## src/rtl/ras_manager.sv

```systemverilog
// Return-address stack: circular storage with saturating count and a two-stage
// pop history that lets ID/EX squashes undo pushes and restore popped entries.
module ras_manager #(
  parameter int unsigned DEPTH = 8,
  parameter int unsigned AW    = 32
) (
  input  logic                     clk,
  input  logic                     rst,
  input  logic                     push,
  input  logic [AW-1:0]            push_addr,
  input  logic                     pop,
  input  logic                     rollback_pop_id,
  input  logic                     rollback_push_id,
  input  logic                     rollback_push_ex,
  input  logic                     PL_stall,
  input  logic                     WR_ra_track_en,
  input  logic [4:0]               WR_ra_track_data,
  output logic [AW-1:0]            top_addr,
  output logic                     top_valid,
  output logic [$clog2(DEPTH):0]   count,
  output logic                     full,
  output logic [4:0]               RAS_ra_track
);

  localparam int unsigned PW = $clog2(DEPTH);
  localparam int unsigned CW = PW + 1;
  localparam logic [PW-1:0] TP_ONE  = PW'(1);
  localparam logic [CW-1:0] CNT_ONE = CW'(1);
  localparam logic [CW-1:0] CNT_MAX = CW'(DEPTH);

  logic [AW-1:0] mem_q [DEPTH];
  logic [PW-1:0] tp_q, tp_d, tp_a;
  logic [CW-1:0] count_q, count_d, cnt_a;
  logic [AW-1:0] hid_q, hid_d, hex_q, hex_d;
  logic          hid_v_q, hid_v_d, hex_v_q, hex_v_d;
  logic [4:0]    ra_q, ra_d;
  logic          we0, we1;
  logic [PW-1:0] wa0, wa1;
  logic [AW-1:0] wd0, wd1;
  logic          nonempty;

  function automatic logic [CW-1:0] sat_inc(input logic [CW-1:0] c);
    return (c == CNT_MAX) ? c : c + CNT_ONE;
  endfunction

  always_comb begin
    tp_d     = tp_q;
    count_d  = count_q;
    hid_d    = hid_q;
    hid_v_d  = hid_v_q;
    hex_d    = hex_q;
    hex_v_d  = hex_v_q;
    ra_d     = WR_ra_track_en ? WR_ra_track_data : ra_q;
    we0      = 1'b0;
    wa0      = tp_q;
    wd0      = push_addr;
    we1      = 1'b0;
    wa1      = tp_q;
    wd1      = push_addr;
    tp_a     = tp_q;
    cnt_a    = count_q;
    nonempty = (count_q != '0);

    if (rollback_pop_id || rollback_push_id || rollback_push_ex) begin
      // Three rollbacks chained through tp_a/cnt_a so one cycle equals their
      // sequential application; the two restore writes land on distinct slots.
      if (rollback_pop_id && (cnt_a != '0)) begin
        tp_a  = tp_a - TP_ONE;
        cnt_a = cnt_a - CNT_ONE;
      end
      if (rollback_push_id && hid_v_q) begin
        tp_a  = tp_a + TP_ONE;
        cnt_a = sat_inc(cnt_a);
        we0   = 1'b1;
        wa0   = tp_a;
        wd0   = hid_q;
      end
      if (rollback_push_ex && hex_v_q) begin
        tp_a  = tp_a + TP_ONE;
        cnt_a = sat_inc(cnt_a);
        we1   = 1'b1;
        wa1   = tp_a;
        wd1   = hex_q;
      end
      tp_d    = tp_a;
      count_d = cnt_a;
      hid_v_d = 1'b0;
      hex_v_d = 1'b0;
    end else begin
      if (push && pop) begin
        we0 = 1'b1;
        wa0 = tp_q;
        if (!nonempty) count_d = CNT_ONE;
      end else if (push) begin
        tp_d    = tp_q + TP_ONE;
        we0     = 1'b1;
        wa0     = tp_q + TP_ONE;
        count_d = sat_inc(count_q);
      end else if (pop && nonempty) begin
        tp_d    = tp_q - TP_ONE;
        count_d = count_q - CNT_ONE;
      end
      if (!PL_stall) begin
        hex_d   = hid_q;
        hex_v_d = hid_v_q;
        hid_v_d = pop && nonempty;
        hid_d   = (pop && nonempty) ? mem_q[tp_q] : '0;
      end
    end
  end

  always_ff @(posedge clk or posedge rst) begin
    if (rst) begin
      tp_q    <= '0;
      count_q <= '0;
      hid_q   <= '0;
      hid_v_q <= 1'b0;
      hex_q   <= '0;
      hex_v_q <= 1'b0;
      ra_q    <= 5'd1;
    end else begin
      tp_q    <= tp_d;
      count_q <= count_d;
      hid_q   <= hid_d;
      hid_v_q <= hid_v_d;
      hex_q   <= hex_d;
      hex_v_q <= hex_v_d;
      ra_q    <= ra_d;
    end
  end

  always_ff @(posedge clk) begin
    if (we0) mem_q[wa0] <= wd0;
    if (we1) mem_q[wa1] <= wd1;
  end

  assign top_addr     = mem_q[tp_q];
  assign top_valid    = (count_q != '0);
  assign full         = (count_q == CNT_MAX);
  assign count        = count_q;
  assign RAS_ra_track = ra_q;

endmodule

```

## config.mk

```make
export PLATFORM = sky130hd
export DESIGN_NAME = ras_manager
export DESIGN_NICKNAME = d
export VERILOG_FILES = /design/src/rtl/ras_manager.sv
export SDC_FILE = /design/constraint.sdc
export NUM_CORES = 1
export LEC_CHECK = 0
export CORE_UTILIZATION = 45
export DETAILED_ROUTE_END_ITERATION = 7
export PLACE_DENSITY_LB_ADDON = 0.25
export SLEW_MARGIN = 25
export SYNTH_ARGS = -nofsm -noshare
export SYNTH_HDL_FRONTEND = slang
export SYNTH_SLANG_ARGS = --single-unit
```

## constraint.sdc

```tcl
create_clock -name clk -period 8.75 [get_ports clk]
set_input_delay 2.1875 -clock clk [delete_from_list [all_inputs] [get_ports clk]]
set_output_delay 2.1875 -clock clk [all_outputs]
set_load 0.05 [all_outputs]
```

# Yosys cells after proc, flatten, opt, wreduce, memory -nomap -nowiden
# Memories as Yosys holds them, arrays and structs flattened.
# Index checks and enable logic that the tools add are counted.
[op_classes]
n_reduce_logical = 13
div = 0
n_eq_ne = 7
n_lt_le_gt_ge = 0
n_shift = 0
n_mul = 0
bitwise = 2
add_sub_neg = 8
n_mux = 47
[ops]
columns = ["operator", "n"]
rows = [
  ["32-bit two-way mux", 5],
  ["4-bit two-way mux", 13],
  ["3-bit two-way mux", 15],
  ["1-bit two-way mux", 14],
  ["4-bit by 1-bit adder with 4-bit output (second input constant)", 3],
  ["4-bit == test (second input constant)", 3],
  ["3-bit by 1-bit adder with 3-bit output (second input constant)", 3],
  ["4-bit nonzero test", 2],
  ["1-bit logical AND", 5],
  ["4-bit by 2-bit inequality test with 1-bit output (second input constant)", 1],
  ["2-bit AND reduction", 2],
  ["4-bit by 1-bit subtractor with 4-bit output (second input constant)", 1],
  ["3-bit inequality test (second input constant)", 1],
  ["3-bit AND reduction", 1],
  ["3-bit nonzero test", 1],
  ["3-bit by 1-bit subtractor with 3-bit output (second input constant)", 1],
  ["1-bit logical OR", 2],
  ["2-bit by 1-bit inequality test with 1-bit output (second input constant)", 1],
  ["2-bit inequality test (second input constant)", 1],
  ["1-bit inverter", 2],
]
[totals]
out_inout_bits = 43
input_bits = 46
mem_bits_rw = 256
word_cells = 85
memories = 1
rom_bits = 0
latchBits = 0
ff_bits = 78
[mem_list]
columns = ["name", "depth", "word_bits", "read_ports", "rd_clocked_by_memory_dff", "write_ports", "line_no", "rtl"]
rows = [
  ["mem_q", 8, 32, 1, 0, 2, "31", "logic [AW-1:0] mem_q [DEPTH];"],
]

# Depth between registers and ports, before layout
# Gate-level depths: netlist of run 1.
[depth]
word_depth = 12
depth_mapped = 17
ltp_nobuf = 14

# Worst setup path before layout of run 1
# OpenSTA, ideal clock, no wires.
[synth_timing]
kind = "input -> register"
from = "in rollback_pop_id"
to = "mem mem_q[6][0] (enable)"
required_time_ns = 8.280
stages = 8
setup_time_ns = 0.470
path_slack_ns = 2.165
arrival_ns = 6.115
n_path_buf = 1
cell_sequence = "clkbuf_1 > nor2b_1 > a211oi_4 > inv_4 > ha_1 > xnor2_1 > o21ai_1 > o31ai_1"
[synth_rtl]
columns = ["item", "line_no", "rtl"]
rows = [
  ["from (decl)", "12", "input logic rollback_pop_id,"],
  ["to (decl)", "31", ""],
]

==> results of run 1 <==
[cell type report]
class | instances | area share (%)
flip-flops and latches | 334 | 50.25
multi-input cells | 795 | 34.22
repair buffers | 129 | 6.381
clock buffers | 52 | 5.280
well taps | 468 | 3.050
clock inverters | 15 | 0.5345
inverters | 13 | 0.2803
[cells by family after synthesis]
group,after synthesis
mux,144
fa+ha+maj,9
compound gates,357
simple gates,274
xor+xnor,11
flops,334
buf+inv,122
[metrics by stage]
step / instances / area, sq um / utilization (%) / setup slack (ns)
global placement: 1737 / 18020 / 49.34 / 1.575
floorplan: 1251 / 16680 / - / 2.165
finish: 1806 / 19200 / 52.56 / 2.122
global route: 1806 / 19200 / 52.56 / 1.901
detailed placement: 1738 / 18040 / 49.39 / 1.367
CTS: 1805 / 19160 / 52.45 / 1.907
[metal layers]
| metal | routed length, microns | vias to the layer above | track usage [%] |
|---|---|---|---|
| met5 | 0 | - | 0 |
| met4 | 1122 | 0 | 6.702 |
| met3 | 4319 | 78 | 4.650 |
| met2 | 22420 | 611 | 40.41 |
| met1 | 19800 | 6138 | 36.06 |
| li1 | - | 5099 | - |
[placed cells by master (no fill, tap or decap), types with 4 or more instances in the layout]
master	Yosys	layout
mux4_2	64	64
nor2_4	3	4
mux2_2	39	39
dfrtp_1	77	74
nor2b_1	4	4
nand2_1	122	121
clkinv_1	0	9
nor2_1	82	77
buf_4	8	38
clkbuf_1	50	13
edfxtp_1	256	256
nor3_1	20	19
inv_1	11	10
nand2b_1	7	6
ha_1	9	9
nand3_1	10	10
mux2i_1	38	38
and2_1	5	5
a22o_1	32	32
a22oi_1	257	257
nor2_2	1	5
o21ai_0	12	11
clkbuf_16	0	38
clkdlybuf4s50_1	0	88
a21oi_1	12	12
o21ai_4	0	5
xnor2_1	9	8
a21o_1	4	4
a211oi_1	5	4
[worst max path at each step]
stage | startpoint | endpoint | slack, ns | cells after the start
after floorplan | rollback_pop_id | mem_q[6][0]$_DFFE_PP_ | 2.17 | 8
after global placement | rollback_pop_id | mem_q[7][8]$_DFFE_PP_ | 1.58 | 12
after detailed placement | rollback_pop_id | mem_q[7][7]$_DFFE_PP_ | 1.37 | 12
after CTS | rollback_pop_id | mem_q[7][7]$_DFFE_PP_ | 1.91 | 12
after global routing | rollback_pop_id | mem_q[0][23]$_DFFE_PP_ | 1.90 | 13
final | rollback_pop_id | mem_q[0][23]$_DFFE_PP_ | 2.12 | 13
[state kept, by name (all words and copies together), names as in the netlist]
register	count
hex_v_q	1
tp_q	3
hex_q	32
hid_v_q	1
hid_q	32
count	4
mem_q	256
RAS_ra_track	5
[report_power, final]
| part | switching [W] | total (W) | internal (W) |
|---|---|---|---|
| logic | 0.00156 | 0.00251 | 0.000946 |
| clock network | 0.000627 | 0.00147 | 0.000838 |
| registers | 0.000241 | 0.00211 | 0.00187 |
[worst max-delay path: stages]
cell and delay, ns:
clkdlybuf4s50_1 0.74, nor2b_1 0.32, a211oi_4 0.53, inv_4 0.13, ha_1 0.32, nand2_1 0.08
nand2_1 0.09, ha_1 0.32, nand2b_1 0.64, nor3_1 0.16, nor2_2 0.81, nand2_1 0.16
buf_4 0.34
==> parameters.txt, run 1 <==
Parameter                              Value

Placement
  GPL Wtd Cong    0.8608
  Final HPWL from detailed placement    27.20 mm
  IO Port Bufs    88

Synth
  Post-synthesis share of cell area spent on and, or, nand and nor gates    7.320%
  Sequential fraction of the synthesis area    57.78%
  Distinct cell type count of the synthesized netlist    67
  Net count after synthesis    1306
  Flops & latches, synth    334
  Compound-cell area share of the yosys netlist    16.18%
  Number of enable flip-flop cells after synthesis    256
  Top cells by area in the synthesized netlist    edfxtp_1, a22oi_1, dfrtp_1
  Synth Warn #    0
  Average size of a mapped cell    13.34 sq um
  Dominant combinational cell family by area after synthesis    compound AO/OA/AOI/OAI gates
  Primary flip-flop cell chosen by synthesis mapping    edfxtp_1
  Share of synthesized registers carrying an async set or reset    23.35%
  Commonest cells in the synthesized netlist    a22oi_1, edfxtp_1, nand2_1, nor2_1, dfrtp_1
  Most common cell in the netlist    a22oi_1
  Share of synthesized area spent on multiplexers    13.96%
  XOR/XNOR share of the synthesized area    0.5775%
  Top cell type's share of synthesized area    46.08%
  Netlist Area Pre-Place    16680 sq um
  Number of cells produced by synthesis    1251
  Dominant cell type by area after synthesis    edfxtp_1
  Adder-Cell Fraction of Synth Area    0.6750%

STA
  Peak Freq    150.9 MHz
  Final setup skew    0.01906 ns
  Post-route fraction of the period consumed by the critical path    75.74%
  Minimum hold slack    0.4943 ns
  Slew headroom    32.72%
  Number of max-slew violations in the final report    0
  Setup repair after global routing missed its margin    no
  Actual slew at the worst max-slew pin    1.009 ns
  Final-layout setup total negative slack    0 ns
  Min Clock Period, post-route    6.628 ns
  Count of endpoints failing setup in the final report    0
  Final Hold Vio Count    0

CTS
  # resized after CTS    0
  Clock insertion delay at the later pin of the skew report    0.52 ns
  Sink Count    334
  Clock Tree Buf Depth    3
  Clk root buf    clkbuf_16
  CTS tree    yes
  Clock buffers created by TritonCTS    37
  # H-tree levels    2
  Setup fix buffers added after clock tree synthesis    0
  # hold bufs at CTS    0
  Clock transition at the registers of the reported paths    0.06 ns

Cells and area
  Area used by multi-input combinational logic    6569 sq um
  Count of antenna diodes in the layout    0
  Area growth from synthesis to final layout    15.06%
  Post-layout net count    1365
  Fill cell total of the finished layout    3057
  Fraction of final layout cells sized beyond drive strength 1    16.82%
  FF+latch area    9647 sq um

Setup path
  Critical Path RT    8.97 ns
  Worst Setup Start Kind    primary input
  Worst flop-to-flop path startpoint    count[0]$_DFFE_PP0P_
  Depth of the worst register-to-register path    15
  Path type of the worst setup path    in2reg
  Reg-to-reg setup timing slack    3.00 ns
  Crit end category    flop
  Reg-to-reg critical path endpoint    mem_q[0][23]$_DFFE_PP_
  Data arrival at the endpoint of the critical path    6.85 ns
  Maximum fanout along the worst path    22

Floorplanning
  Number of core rows    70
  DIE AREA    37850 sq um
  Width of the chip    194.5 microns
  Initial Utilization    45.68%
  Die span in y    194.5 microns
  Count of pins on the block boundary    89
  Core Area    36520 sq um

Worst hold path
  Hold WC Path Type    reg2reg
  Hold_sp    hid_q[10]$_DFFE_PP0P_
  Endpoint with the worst hold slack    hex_q[10]$_DFFE_PP0P_
  Hold Crit Depth    2

Job
  Count of max-cap constraint violations    0

Pwr
  Overall power    0.006084 W
  Power density of the placed cells    316.9 nW/um^2
  Pleak    7.324 nW
  VDD IR max    0.1809 mV

Global route
  Via count of the first global-routing pass    11870
  Gr ovfl total    0
  Global-route usage over all layers    25.46%
  Largest net degree at the start of global routing    66
  Initial antenna violation count    0
  Global-route wire length before repair    73.40 mm

Outcome
  Result of the run    finished clean

Detailed routing
  DRC violation total after the first TritonRoute iteration    1304
  Detailed-route vias per instance    6.604
  Vias post-DR    11930
  DR WL/cell    26.39 microns
  Post-route ant nets    0
  Routed wire length    47.66 mm
  Number of iterations in the first detailed-routing pass    7
  Final routed DRC violation total    0
Power figures use the tool's default switching activity.
==> run 2: changes to the inputs <==
==> constraint.sdc (replaced) <==
create_clock -name clk -period 6.2 [get_ports clk]
set_input_delay 1.55 -clock clk [delete_from_list [all_inputs] [get_ports clk]]
set_output_delay 1.55 -clock clk [all_outputs]
set_load 0.05 [all_outputs]
==> run 2 against run 1 <==
  * Critical path depth decreased by 9
  * Largest cell class unchanged
  * Non-clock buffer count increased by 20
  * Clock power increased by 47%
  * Register-to-register slack got worse by 1.7 ns
  * Count of clock-buffer cells in the layout decreased by 3
  * Highest routed layer unchanged
  * First-iteration DRC count increased by 2.2%
  * Via count increased by 0.39%
  * Critical endpoint is now top_addr[15]
  * The run now ends with design-rule violations left
==> parameters.txt, run 2 (synthesis gave the netlist of run 1 again) <==
Parameter                              Value

Setup path
  Cell with the largest stage delay on the worst path    dfrtp_4
  Depth of the worst register-to-register path    16 (+1)
  Data arrival at the endpoint of the critical path    3.42 ns (-3.43 ns)
  Critical Path RT    4.65 ns (-4.32 ns)
  Reg-to-reg setup timing slack    1.31 ns (-1.69 ns)
  Cell-by-cell listing of the critical path    buf_12 > mux4_2 > mux2_2 > clkdlybuf4s50_1
  Critical Path Start    tp_q[0]$_DFFE_PP0P_
  Slowest stage delay, CP    0.85 ns (+0.04 ns)
  Capturing instance or port of the critical path    top_addr[15]
  Reg-to-reg critical path endpoint    mem_q[6][20]$_DFFE_PP_
  Path type of the worst setup path    reg2out
  Maximum fanout along the worst path    39 (+77%)
  Crit end category    output pin
  Worst flop-to-flop path startpoint    count[0]$_DFFE_PP0P_
  Worst Setup Start Kind    flop

Floorplanning
  DIE AREA    37850 sq um (unchanged)
  Number of core rows    70 (unchanged)
  Count of pins on the block boundary    89 (unchanged)
  Width of the chip    194.5 microns (unchanged)
  Die span in y    194.5 microns (unchanged)
  Initial Utilization    45.68% (unchanged)
  Core Area    36520 sq um (unchanged)

Detailed routing
  Post-route ant nets    0 (unchanged)
  Detailed-route vias per instance    6.557 (-0.71%)
  Routed wire length    48.54 mm (+1.9%)
  Vias post-DR    11970 (+0.39%)
  Number of iterations in the first detailed-routing pass    8 (+1)
  DR WL/cell    26.58 microns (+0.74%)
  Final routed DRC violation total    2 (+2)
  DRC violation total after the first TritonRoute iteration    1333 (+2.2%)

Cells and area
  Area used by multi-input combinational logic    6559 sq um (-0.15%)
  Most flops, register    mem_q
  Post-layout net count    1385 (+1.5%)
  Largest registers in the final layout    mem_q (256), hex_q (32), hid_q (32)
  Commonest cells after routing, fill and taps aside    a22oi_1, edfxtp_1, nand2_1
  Fraction of final layout cells sized beyond drive strength 1    18.26% (+1.4 points)
  Fill cell total of the finished layout    3056 (-0.033%)
  Count of antenna diodes in the layout    0 (unchanged)
  Commonest non-fill, non-tap cell in the layout    a22oi_1
  Flip-flop count of the largest register after layout    256 (unchanged)
  FF+latch area    9647 sq um (unchanged)
  Area growth from synthesis to final layout    16.13%

Outcome
  Violations in the final reports    design-rule violations
  Result of the run    finished with violations

CTS
  # resized after CTS    0 (unchanged)
  Clock transition at the registers of the reported paths    0.06 ns (about the same)
  Clk root buf    clkbuf_16
  Clock insertion delay at the later pin of the skew report    0.54 ns (+0.02 ns)
  Sink Count    334 (unchanged)
  Clock buffers created by TritonCTS    37 (unchanged)
  Clock Tree Buf Depth    3 (unchanged)
  # H-tree levels    2 (unchanged)
  Setup fix buffers added after clock tree synthesis    0 (unchanged)
  # hold bufs at CTS    0 (unchanged)
  CTS tree    yes

STA
  Slew headroom    26.89% (-5.8 points)
  Final Hold Vio Count    0 (unchanged)
  Min Clock Period, post-route    4.973 ns
  Count of endpoints failing setup in the final report    0 (unchanged)
  Peak Freq    201.1 MHz
  Final-layout setup total negative slack    0 ns (unchanged)
  Post-route fraction of the period consumed by the critical path    80.22%
  Number of max-slew violations in the final report    0 (unchanged)
  Final setup slack of the worst path    1.227 ns (-0.8957 ns)
  Setup repair after global routing missed its margin    no
  Actual slew at the worst max-slew pin    1.093 ns (+0.08328 ns)
  Final setup skew    0.01340 ns (-0.005665 ns)

Placement
  GPL Wtd Cong    0.8744 (+1.6%)
  DP Worst Slack    0.8471 ns (-0.5198 ns)
  Final HPWL from detailed placement    28.18 mm (+3.6%)
  IO Port Bufs    88 (unchanged)

Pwr
  Pleak    7.430 nW (+1.5%)
  VDD IR max    0.2734 mV (+51%)
  Power density of the placed cells    448.7 nW/um^2 (+42%)

Global route
  Initial antenna violation count    0 (unchanged)
  Largest net degree at the start of global routing    65 (-1.5%)
  Gr ovfl total    0 (unchanged)
  Global-route usage over all layers    25.99% (+0.53 points)
  Via count of the first global-routing pass    11820 (-0.45%)
  Global-route wire length before repair    74.46 mm (+1.5%)

Job
  Count of max-cap constraint violations    0 (unchanged)

Worst hold path
  Hold WC Path Type    reg2reg
## run 2: through the flow
stage | util, % | std cells | hold WS, ns | instance area [sq um] | power (W)
finish | 53.05 | 1826 | 0.4926 | 19370 | 0.008693
global route | 53.05 | 1826 | 0.5113 | 19370 | 0.009023
detailed placement | 49.82 | 1759 | 0.4791 | 18200 | 0.006547
CTS | 53.05 | 1826 | 0.4935 | 19370 | 0.008700
floorplan | - | 1251 | 0.4605 | 16680 | 0.005438
global placement | 49.79 | 1759 | 0.4760 | 18190 | 0.006525
## run 2: metal layers
metal / vias to the layer above / part of all wire, % / GRT usage [%]
li1: 5150 / - / -
met1: 5998 / 40 / 36.20
met2: 735 / 47 / 41.34
met3: 90 / 10 / 5.258
met4: 0 / 2.4 / 7.407
met5: - / 0 / 0
## run 2: worst min-delay path by stage
stage | startpoint | cells after the start | endpoint
2_1_floorplan | hid_q[0]$_DFFE_PP0P_ | 2 | hex_q[0]$_DFFE_PP0P_
3_5_place_dp | hid_q[13]$_DFFE_PP0P_ | 2 | hex_q[13]$_DFFE_PP0P_
4_1_cts | hid_q[13]$_DFFE_PP0P_ | 2 | hex_q[13]$_DFFE_PP0P_
6_report | hid_q[4]$_DFFE_PP0P_ | 2 | hex_q[4]$_DFFE_PP0P_
3_3_place_gp | hid_q[17]$_DFFE_PP0P_ | 2 | hex_q[17]$_DFFE_PP0P_
5_1_grt | hid_q[13]$_DFFE_PP0P_ | 2 | hex_q[13]$_DFFE_PP0P_
## run 2: area by class of cell
type,count,share of cell area (%)
timing repair buffer,149,6.975
tap,468,3.022
inverter,13,0.2777
clock buffer,49,5.115
multi-input combinational,795,33.85
clock inverter,18,0.9687
sequential,334,49.79
## run 2: report_power, final
group | total, W | switching [W] | internal, W
logic | 0.00357 | 0.00223 | 0.00133
clock network | 0.00216 | 0.000901 | 0.00126
registers | 0.00297 | 0.000326 | 0.00264
total | 0.00869 | 0.00346 | 0.00523
## run 2: critical path, delay by kind of cell (launching register included)
kind	cells	cell delay [ns]
buffers and inverters	2	1.11
DFF	1	0.85
muxes	2	0.90
